$ cat config.mk
export PLATFORM = sky130hd
export DESIGN_NAME = serial_word_collector
export DESIGN_NICKNAME = d
export VERILOG_FILES = /design/src/rtl/serial_word_collector.sv
export SDC_FILE = /design/constraint.sdc
export NUM_CORES = 1
export LEC_CHECK = 0
export CAP_MARGIN = 20
export CORE_MARGIN = 2
export CORE_UTILIZATION = 54
export DETAILED_ROUTE_END_ITERATION = 8
export PLACE_DENSITY = 0.78
export RECOVER_POWER = 25
export SLEW_MARGIN = 20
export SYNTH_ARGS = -nofsm -noshare
export SYNTH_HDL_FRONTEND = slang
export SYNTH_SLANG_ARGS = --single-unit
$ cat constraint.sdc
create_clock -name clk -period 2.7 [get_ports clk]
set_input_delay 0.675 -clock clk [delete_from_list [all_inputs] [get_ports clk]]
set_output_delay 0.675 -clock clk [all_outputs]
set_load 0.02 [all_outputs]
$ cat src/rtl/serial_word_collector.sv
// serial_word_collector - MSB-first serial-to-word collector with framing check and 2-entry output buffer
module serial_word_collector #(
    parameter int WIDTH = 8
) (
    input  logic             clk,
    input  logic             rst,
    input  logic             SI,
    input  logic             si_vld,
    input  logic             si_last,
    output logic [WIDTH-1:0] PO,
    output logic             po_vld,
    input  logic             po_rdy,
    output logic             busy,
    output logic             frame_err,
    output logic             ovf,
    output logic             ovf_stky
);
    localparam int CW = (WIDTH > 2) ? $clog2(WIDTH) : 1;

    typedef enum logic [1:0] {
        EMPTY = 2'd0,
        ONE   = 2'd1,
        FULL  = 2'd2
    } buf_state_e;

    buf_state_e       state_q, state_d;
    // Only WIDTH-1 bits need storing: the final bit is taken straight from SI.
    logic [WIDTH-2:0] shreg_q, shreg_d;
    logic [CW-1:0]    bit_cnt_q, bit_cnt_d;
    logic [WIDTH-1:0] head_q, head_d;
    logic [WIDTH-1:0] tail_q, tail_d;
    logic             busy_q, busy_d;
    logic             frame_err_q, frame_err_d;
    logic             ovf_q, ovf_d;
    logic             ovf_stky_q, ovf_stky_d;

    logic             last_pos;
    logic             push;
    logic             pop;
    logic             drop;
    logic [WIDTH-1:0] word;

    assign last_pos = (bit_cnt_q == CW'(WIDTH - 1));
    assign push     = si_vld & last_pos;
    assign word     = {shreg_q, SI};
    assign pop      = (state_q != EMPTY) & po_rdy;

    always_ff @(posedge clk or negedge rst) begin
        if (!rst) begin
            state_q     <= EMPTY;
            shreg_q     <= '0;
            bit_cnt_q   <= '0;
            head_q      <= '0;
            tail_q      <= '0;
            busy_q      <= 1'b0;
            frame_err_q <= 1'b0;
            ovf_q       <= 1'b0;
            ovf_stky_q  <= 1'b0;
        end else begin
            state_q     <= state_d;
            shreg_q     <= shreg_d;
            bit_cnt_q   <= bit_cnt_d;
            head_q      <= head_d;
            tail_q      <= tail_d;
            busy_q      <= busy_d;
            frame_err_q <= frame_err_d;
            ovf_q       <= ovf_d;
            ovf_stky_q  <= ovf_stky_d;
        end
    end

    always_comb begin
        state_d = state_q;
        unique case (state_q)
            EMPTY:   if (push) state_d = ONE;
            ONE:     if (push && !pop) state_d = FULL;
                     else if (pop && !push) state_d = EMPTY;
            FULL:    if (pop && !push) state_d = ONE;
            default: state_d = EMPTY;
        endcase
    end

    always_comb begin
        shreg_d     = shreg_q;
        bit_cnt_d   = bit_cnt_q;
        head_d      = head_q;
        tail_d      = tail_q;
        drop        = 1'b0;
        frame_err_d = 1'b0;

        // An early si_last aborts the partial word; a missing one still delivers it.
        if (si_vld) begin
            frame_err_d = si_last ^ last_pos;
            if (si_last && !last_pos) begin
                shreg_d   = '0;
                bit_cnt_d = '0;
            end else begin
                shreg_d   = word[WIDTH-2:0];
                bit_cnt_d = last_pos ? '0 : bit_cnt_q + 1'b1;
            end
        end

        unique case (state_q)
            EMPTY: if (push) head_d = word;
            ONE: begin
                if (push && pop)  head_d = word;
                else if (push)    tail_d = word;
                else if (pop)     head_d = '0;
            end
            FULL: begin
                if (pop) begin
                    head_d = tail_q;
                    if (push) tail_d = word;
                end else if (push) begin
                    drop = 1'b1;
                end
            end
            default: head_d = '0;
        endcase

        busy_d     = (bit_cnt_d != '0);
        ovf_d      = drop;
        ovf_stky_d = ovf_stky_q | drop;
    end

    always_comb begin
        po_vld    = (state_q != EMPTY);
        PO        = head_q;
        busy      = busy_q;
        frame_err = frame_err_q;
        ovf       = ovf_q;
        ovf_stky  = ovf_stky_q;
    end

endmodule

==> impl_results.md <==
- Outcome: finished with violations
- Failing checks: capacitance limit, slew limit
- RSZ-0062 raised after global routing: false
- Number of global-route vias before repair: roughly 1100
- XOR/XNOR Fraction of Synth Area: 0%
- Reg power frac: 43.2%
- Switching power: 0.000391 W
- TritonCTS clock tree: yes
- Largest net degree at the start of global routing: 33
- Placed cell areas: 1790 um^2
- Startpoint type of the worst setup path: flip-flop
- Row cnt: 19
- Seq/Total Area, Yosys: 51.7%
- Drt drc: 0
- Area grow syn2layout: 20.2%
- Netlist Area Pre-Place: 1550 um^2
- Met2 wire length: ~1500 um
- Fin crit period: 2.43 ns
- Via count: 1078
- Max-slew violations: 33
- Internal: 0.000927 W
- Total global routing track utilization: between 20% and 30%
- Synth Net Count: 141
- N_diodes: 0
- Final setup violating endpoints: 0
- Core area: 2730 um^2
- CTS buffer count: 5
- Fin crit share: ~90%
- DRT Pass-1 Iters: 4
- Compound-Gate Fraction of Synth Area: approximately 12%
- Synth Area in Simple Gates: 9.77%
- CP Capture Type: flip-flop
- Total of max-cap violations: 1
- WL met1: 1250 um
- Post-layout total power: 0.00132 W
- Post-synthesis mux area share: 16.8%
- DR WL met3: 127 um
- Port Buffer Count: 18
- Vert. Die Dim: 57.6 um
- Design area: 1860 um^2
- Switching part of the total: 29.7%
- Clock power share: between 20% and 30%
- Setup Fix Bufs, Post-CTS: 0
- Gpl congestion: approximately 0.71
- Final WS setup: 0.265 ns
- Die area: 3310 um^2
- First-pass GRT wire length: between 4000 and 5000 um
- Nets: 167
- Final ANT Viol Nets: 0
- Gr ovfl total: 0
- Commonest cells after routing, fill and taps aside: 32 x dfrtp_1, 18 x clkdlybuf4s50_1, 16 x mux2_2, 10 x inv_1
- Worst-Margin Slew: 1.69 ns
- Initial antenna violation count: 0
- Rel. slew slack: -12.6%
- Largest family of logic cells by synthesized area: multiplexers
- Top routing layer used: met4
- Most common cell after layout, fill and taps aside: dfrtp_1
- DR vias/cell: 5.76
- Leak pwr: 0.850 nW
- Setup TNS: 0 ns
- Worst-path clk slew: 0.10 ns
- Pwr Density: between 700 and 800 nW/um^2
- DR iter-0 viols: 25
- Logic pwr share: between 20% and 30%
- Final HPWL DP: 2060 um
- Critical path type: reg -> reg
- Yosys cell types: 27
- Dpl cells: roughly 180
- Crit-path max FO: 8
- Post-Syn Instances: approximately 130
- Layout cells sized above 1: 21.2%
- Worst path required time: 2.93 ns
- H-Tree Depth: 2
- #FFs+latches synth: 32
- Worst min-delay path category: reg -> reg
- Cts hold-fix bufs: 0
- Clock latency on the worst-skew pair: 0.34 ns
- Synth warn: 0
- Initial core utilization: between 50% and 60%
- IO Count: 19
- VDD IR-drop max: between 0.6 and 0.7 mV
- CTS Root Cell: clkbuf_4
- Final std cells w/o fill: roughly 190
- Fmax: 0.411 GHz
- Final wirelength: 2880 um
- Critical Path AT: approximately 2.7 ns
- Routed len/inst: 15.4 um
- Worst Clk Skew: about 0.0095 ns
- Final Hold Fails: 0
- Adder-cell share of the synthesized area: under 10%
- CTS sink count: 32
- Syn_area_per_cell: 12.0 um^2
- # resized after CTS: 0
- Dpl ws: 0.0140 ns
- Die width: 57.6 um
- Max clock buf depth: 2
## routing by layer
| metal | up-vias | GRT usage, % |
|---|---|---|
| met4 | 0 | 5.65 |
| met3 | 4 | 8.16 |
| met2 | 23 | 34.1 |
| met5 | - | 0 |
| met1 | 540 | 25.3 |
| li1 | 511 | - |
## Yosys cell counts
cell / n / area [um^2]
o21ai_0: 7 / 35.0
nand2_1: 6 / 22.5
a22oi_2: 1 / 12.5
inv_1: 10 / 37.5
or2_2: 2 / 12.5
o31ai_1: 3 / 22.5
dfrtp_1: 32 / 801
nor2_1: 2 / 7.51
mux2_2: 16 / 180
nand3b_1: 8 / 60.1
nor2b_1: 2 / 12.5
mux2i_1: 8 / 80.1
buf_1: 1 / 3.75
a21oi_4: 1 / 16.3
or3b_1: 1 / 8.76
or3_1: 2 / 12.5
a21o_1: 2 / 15.0
clkbuf_1: 3 / 11.3
ha_1: 6 / 75.1
buf_6: 1 / 11.3
buf_2: 1 / 5.00
clkinv_1: 1 / 3.75
nand2b_1: 1 / 6.26
a21oi_1: 2 / 10.0
o21bai_1: 1 / 7.51
nor4b_1: 1 / 8.76
o2bb2ai_1: 8 / 70.1
## worst paths after layout
kind                              to          from  slack, ns  cells past startpoint
max                        tail_q[7]  bit_cnt_q[0]       0.27                      8
min                         ovf_stky      ovf_stky       0.47                      1
max reg2reg                tail_q[7]  bit_cnt_q[0]       0.27                      8
min reg2reg                 ovf_stky      ovf_stky       0.47                      1
max in group asynchronous  tail_q[5]           rst       0.50                      2
min in group asynchronous      PO[5]           rst       1.22                      2
## stage by stage
stage | util [%] | hold WS [ns]
6_report | 68.1 | 0.471
5_1_grt | 68.1 | 0.511
4_1_cts | 68.2 | 0.480
3_5_place_dp | 65.4 | 0.457
3_3_place_gp | 65.4 | 0.452
2_1_floorplan | - | 0.379
## power by group through the flow
stage	logic (W)	registers (W)	clock network, W
2_1_floorplan	0.000167	0.000633	0
3_3_place_gp	0.000381	0.000577	0
3_5_place_dp	0.000393	0.000581	0
4_1_cts	0.000393	0.000571	0.000370
5_1_grt	0.000416	0.000577	0.000395
6_report	0.000386	0.000570	0.000362
## final cells by class
class	instances	area (um^2)
Tap cell	31	38.8
Clock inverter	2	35.0
Multi-Input combinational cell	80	676
Clock buffer	6	41.3
Fill cell	225	872
Inverter	11	41.3
Timing Repair Buffer	25	229
Sequential cell	32	801
## critical path, stage by stage, from the launching register on
cell	delay [ns]
dfrtp_1	0.41
ha_1	0.22
ha_1	0.22
nand2_1	0.09
inv_1	0.06
ha_1	0.22
or3b_1	0.40
a21oi_4	0.32
mux2_2	0.38
## state kept, by name, indices dropped and copies added, names as in the netlist
signal / cells
tail_q: 8
busy: 1
state_q: 2
ovf_stky: 1
frame_err: 1
ovf: 1
PO: 8
bit_cnt_q: 3
shreg_q: 7
## cell families (layout without fill, tap and decap cells)
kind of cell	count (synthesis)	in the layout
muxes	24	24
buffers and inverters	17	44
adders and majority gates	6	6
and+or+nand+nor	25	25
AOI/OAI and AO/OA	25	25
DFF	32	32
Note: power is estimated with default switching activity, not from simulation.
